===== src/rtl/int_rx.sv =====
// int_rx: receive-side bridge between the UART RX FIFO and the ALU.
// Pops three bytes per command frame (operand A, operand B, opcode) and
// publishes them to the ALU atomically, then raises a one-cycle `enviar`
// toward the transmit-side interface once it is free.
//
// Optional feature macro: INT_RX_OPCHECK_EN
//   defined   -> opcode byte is checked against the ALU opcode set; frames
//                with an unknown opcode are dropped through the ERROR state
//                and reported with a one-cycle `op_error` pulse.
//   undefined -> every opcode is accepted, `op_error` is tied low and the
//                ERROR state does not exist.
module int_rx #(
  parameter int N_BITS = 8
) (
  input  logic              CLK,
  input  logic              RESET,
  input  logic              fifo_empty,
  input  logic [N_BITS-1:0] data_fifo,
  output logic              RD_FIFO,
  input  logic              tx_busy,
  output logic [N_BITS-1:0] DATO_A,
  output logic [N_BITS-1:0] DATO_B,
  output logic [N_BITS-1:0] OPCODE,
  output logic              enviar,
  output logic              op_error,
  output logic [2:0]        STATE
);

  // Encodings are visible on STATE and shared with the TX-side interface.
  typedef enum logic [2:0] {
    ESP_A  = 3'd0,
    ESP_B  = 3'd1,
    ESP_OP = 3'd2,
`ifdef INT_RX_OPCHECK_EN
    EMITIR = 3'd3,
    ERROR  = 3'd4
`else
    EMITIR = 3'd3
`endif
  } state_t;

  state_t            state_q;
  logic [N_BITS-1:0] sh_a_q;    // operand A shadow, not yet visible to the ALU
  logic [N_BITS-1:0] sh_b_q;    // operand B shadow, not yet visible to the ALU
  logic [N_BITS-1:0] dato_a_q;
  logic [N_BITS-1:0] dato_b_q;
  logic [N_BITS-1:0] opcode_q;

  logic waiting;  // in one of the byte-collecting states
  logic pop;      // head word is consumed on this edge
  logic op_ok;    // opcode byte may be forwarded to the ALU

`ifdef INT_RX_OPCHECK_EN
  // Opcodes implemented by the ALU.
  function automatic logic op_valid(input logic [N_BITS-1:0] op);
    logic ok;
    case (op)
      N_BITS'(8'h20), N_BITS'(8'h22), N_BITS'(8'h24), N_BITS'(8'h25),
      N_BITS'(8'h26), N_BITS'(8'h27), N_BITS'(8'h03), N_BITS'(8'h02): ok = 1'b1;
      default: ok = 1'b0;
    endcase
    return ok;
  endfunction

  assign op_ok = op_valid(data_fifo);
`else
  assign op_ok = 1'b1;
`endif

  assign waiting = (state_q == ESP_A) || (state_q == ESP_B) || (state_q == ESP_OP);
  assign pop     = waiting && !fifo_empty;

  // Handshake strobes are combinational from state and inputs, masked in reset.
  always_comb begin
    RD_FIFO  = 1'b0;
    enviar   = 1'b0;
    op_error = 1'b0;
    if (!RESET) begin
      RD_FIFO = pop;
      enviar  = (state_q == EMITIR) && !tx_busy;
`ifdef INT_RX_OPCHECK_EN
      op_error = (state_q == ERROR);
`endif
    end
  end

  // Frame assembly FSM; ALU-facing registers only move on ESP_OP -> EMITIR.
  always_ff @(posedge CLK) begin
    if (RESET) begin
      state_q  <= ESP_A;
      sh_a_q   <= '0;
      sh_b_q   <= '0;
      dato_a_q <= '0;
      dato_b_q <= '0;
      opcode_q <= '0;
    end else begin
      case (state_q)
        ESP_A: begin
          if (pop) begin
            sh_a_q  <= data_fifo;
            state_q <= ESP_B;
          end
        end
        ESP_B: begin
          if (pop) begin
            sh_b_q  <= data_fifo;
            state_q <= ESP_OP;
          end
        end
        ESP_OP: begin
          if (pop) begin
            if (op_ok) begin
              opcode_q <= data_fifo;
              dato_a_q <= sh_a_q;
              dato_b_q <= sh_b_q;
              state_q  <= EMITIR;
            end
`ifdef INT_RX_OPCHECK_EN
            else begin
              state_q <= ERROR;
            end
`endif
          end
        end
        EMITIR: begin
          if (!tx_busy) state_q <= ESP_A;
        end
`ifdef INT_RX_OPCHECK_EN
        ERROR: begin
          state_q <= ESP_A;
        end
`endif
        default: state_q <= ESP_A;
      endcase
    end
  end

  assign DATO_A = dato_a_q;
  assign DATO_B = dato_b_q;
  assign OPCODE = opcode_q;
  assign STATE  = state_q;

endmodule


===== config.mk =====
export PLATFORM = sky130hd
export DESIGN_NAME = int_rx
export DESIGN_NICKNAME = d
export VERILOG_FILES = /design/src/rtl/int_rx.sv
export SDC_FILE = /design/constraint.sdc
export NUM_CORES = 1
export LEC_CHECK = 0
export BUFFER_PORTS_ARGS = -buffer_cell sky130_fd_sc_hd__buf_2
export CAP_MARGIN = 20
export CORE_MARGIN = 5
export CORE_UTILIZATION = 40
export CTS_CLUSTER_SIZE = 12
export DETAILED_ROUTE_END_ITERATION = 7
export GPL_ROUTABILITY_DRIVEN = 0
export PLACE_DENSITY_LB_ADDON = 0.05
export RECOVER_POWER = 100
export SLEW_MARGIN = 20
export SYNTH_ARGS = -nofsm -noshare
export SYNTH_HDL_FRONTEND = slang
export SYNTH_SLANG_ARGS = --single-unit

===== constraint.sdc =====
create_clock -name CLK -period 5.2 [get_ports CLK]
set_clock_uncertainty 0.2 [all_clocks]
set_input_delay 0.78 -clock CLK [delete_from_list [all_inputs] [get_ports CLK]]
set_output_delay 0.78 -clock CLK [all_outputs]
set_load 0.01 [all_outputs]

==> summary.txt <==
combinational power share: 23.8%
post-CTS setup buffer count: 0
core area: 0.00394 mm²
Sequential Power Share: 46.3%
HP Class: reg -> reg
hpwl dp: 2330 µm
PwrDens: 444 mW/mm²
register bit total from synthesis: 42
Pint: 0.000587 W
Overall Global Routing Usage: 13.3%
sequential share of the synthesized area: 52.2%
Leakage: 0.687 nW
first-pass GRT wire length: 5620 µm
crit path capture type: output pin
CTS sink count: 42
Post-Syn Area: 0.00161 mm²
fmax: 295 MHz
DIE HEIGHT: 73.5 µm
switching power: 0.000248 W
Site Rows: 23
drt first-iter violations: 62
uppermost layer routed: met4
final hold violation count: 0
top cell type's share of synthesized area: 52.2%
input/output buffers: 39
maximum number of pins on one net before global-route repair: 46
cell taking the most area after synthesis: dfxtp_1
vias: 1,273
DRT Pass-1 Iters: 4
Max Cap Viol: 1
initial antenna violation count: 0
clk_lat worst skew: 0.29 ns
final std cells w/o fill: 268
reg-to-reg slack, setup: 3.15 ns
Final Cycle Share: 65.2%
die footprint: 0.00539 mm²
clk slew on worst S/H paths: 0.08 ns
peak supply drop: 0.270 mV
Yosys cell types: 21
CTS tree: yes
# setup viols final: 0
Critical-path top delay cell: clkbuf_1
crit path time final: 3.39 ns
PostCTS Resize Cnt: 0
outcome: finished with violations
WS Path Type: in -> out
antenna-violating nets left: 0
placed cells: 260
Max Fanout on Critical Path: 45
Routed WL: 3390 µm
ant diodes: 0
Clk Tree Root Cell: clkbuf_8
Via density: 4.75
fraction of layout cells with a size suffix above 1: 8.26%
Sum Neg Setup Slack: 0 ns
CP max stage delay: 1.33 ns
kind of cell adding the most delay to the critical path: buffers and inverters
RSZ-0062 raised after global routing: no
Final Max Slew Viols: 46
Worst-Margin Slew: 1.88 ns
most area-consuming cells after synthesis: dfxtp_1 52%, nand2_1 11%, mux2i_1 9.9%
Cells after Synth: 185
# DRC: 0
average footprint of a synthesized cell: 8.70 µm²
htree depth: 2
crit path DAT: 2.41 ns
Critical Path RT: 4.22 ns
die width: 73.5 µm
Max clock buf depth: 2
cts hold-fix bufs: 0
total I/O pin count: 42
failing checks: max-capacitance violations, max-slew violations
gr ovfl total: 0
Critical Path Start Type: primary input
commonest non-fill, non-tap cell in the layout: nand2_1
sw frac: 29.7%
met2 wire len: 1570 µm
Area Overhead vs Synth: 16.8%
nets: 234
worst-path cell chain: clkbuf_1 > nor3b_1 > clkbuf_1
worst path buffer plus inverter count: 2
max_slew headroom: -25.5%
routed len/inst: 12.6 µm
Met3 Wirelength: 191 µm
Post-Route M1 WL: 1560 µm
most used cell, CP: clkbuf_1
CTS Buf Count: 5
Initial Util: 40.8%
vias in the first global route: 1,279
commonest non-fill, non-tap cells in the layout: 48 x nand2_1, 42 x dfxtp_1, 31 x clkbuf_1, 25 x a21oi_1, 17 x nor2_1
Clk pwr share: 29.9%
Yosys warnings: 0
[cell type report]
| type | instances | area [µm²] |
|---|---|---|
| clock buffer | 7 | 76.3 |
| multi-input combinational | 126 | 701 |
| inverter | 3 | 11.3 |
| sequential | 42 | 841 |
| fill | 412 | 2060 |
| timing repair buffer | 39 | 159 |
| tap | 50 | 62.6 |
| clock inverter | 1 | 30.0 |
[worst reg2reg max path, stage by stage (launching register included)]
cell and delay [ns]:
dfxtp_1 0.36, ha_1 0.28, nor3b_2 0.72, mux2i_1 0.27, nor2_1 0.05
[worst paths after layout]
kind,endpoint,cells after the start,startpoint
setup reg to reg,sh_b_q[7],4,STATE[0]
hold reg to reg,DATO_A[3],2,sh_a_q[3]
hold / removal,DATO_A[3],2,sh_a_q[3]
setup / recovery,enviar,3,RESET
[cell families after synthesis]
logic type | share of synthesized area, %
and+or+nand+nor | 18.6
buffers and inverters | 5.13
DFF | 52.2
adders and majority gates | 3.89
AOI/OAI and AO/OA | 10.0
muxes | 9.95
other | 0.233
[synthesized netlist by cell type]
master / count
nor3_1: 1
ha_1: 5
o21ai_0: 2
nand2b_1: 1
buf_4: 2
inv_1: 3
nor3b_1: 3
conb_1: 1
nor2_1: 17
a22o_1: 1
nor2b_1: 1
clkbuf_1: 7
dfxtp_1: 42
and2b_1: 1
or4_1: 1
o41ai_1: 1
a21oi_1: 25
nand2_1: 48
o22a_1: 1
buf_2: 6
mux2i_1: 16
[layer usage]
metal / global-route usage (%) / vias up
met5: 0 / -
met3: 3.15 / 7
met1: 16.5 / 582
met2: 21.9 / 25
li1: - / 659
met4: 6.04 / 0
[metrics by stage]
| stage | setup slack [ns] | total power (W) | utilization, % | hold WS [ns] | instance area (µm²) |
|---|---|---|---|---|---|
| after floorplan | 2.95 | 0.000550 | - | 0.231 | 1610 |
| after global placement | 2.59 | 0.000593 | 45.9 | 0.242 | 1810 |
| after detailed placement | 2.55 | 0.000601 | 45.9 | 0.245 | 1810 |
| after CTS | 2.55 | 0.000854 | 48.6 | 0.251 | 1920 |
| after global routing | 1.65 | 0.000891 | 47.7 | 0.279 | 1880 |
| final | 1.81 | 0.000835 | 47.7 | 0.245 | 1880 |
[flip-flops by register name (all words and copies together) (netlist names)]
signal and flops:
DATO_A 8, DATO_B 8, OPCODE 8, sh_a_q 8, sh_b_q 8, STATE 2
[power by group through the flow]
stage | combinational [W] | clock (W) | sequential [W]
floorplan | 0.000153 | 0 | 0.000397
global placement | 0.000201 | 0 | 0.000392
detailed placement | 0.000207 | 0 | 0.000394
CTS | 0.000208 | 0.000259 | 0.000387
global route | 0.000226 | 0.000271 | 0.000394
finish | 0.000199 | 0.000249 | 0.000387
Power figures use the tool's default switching activity.
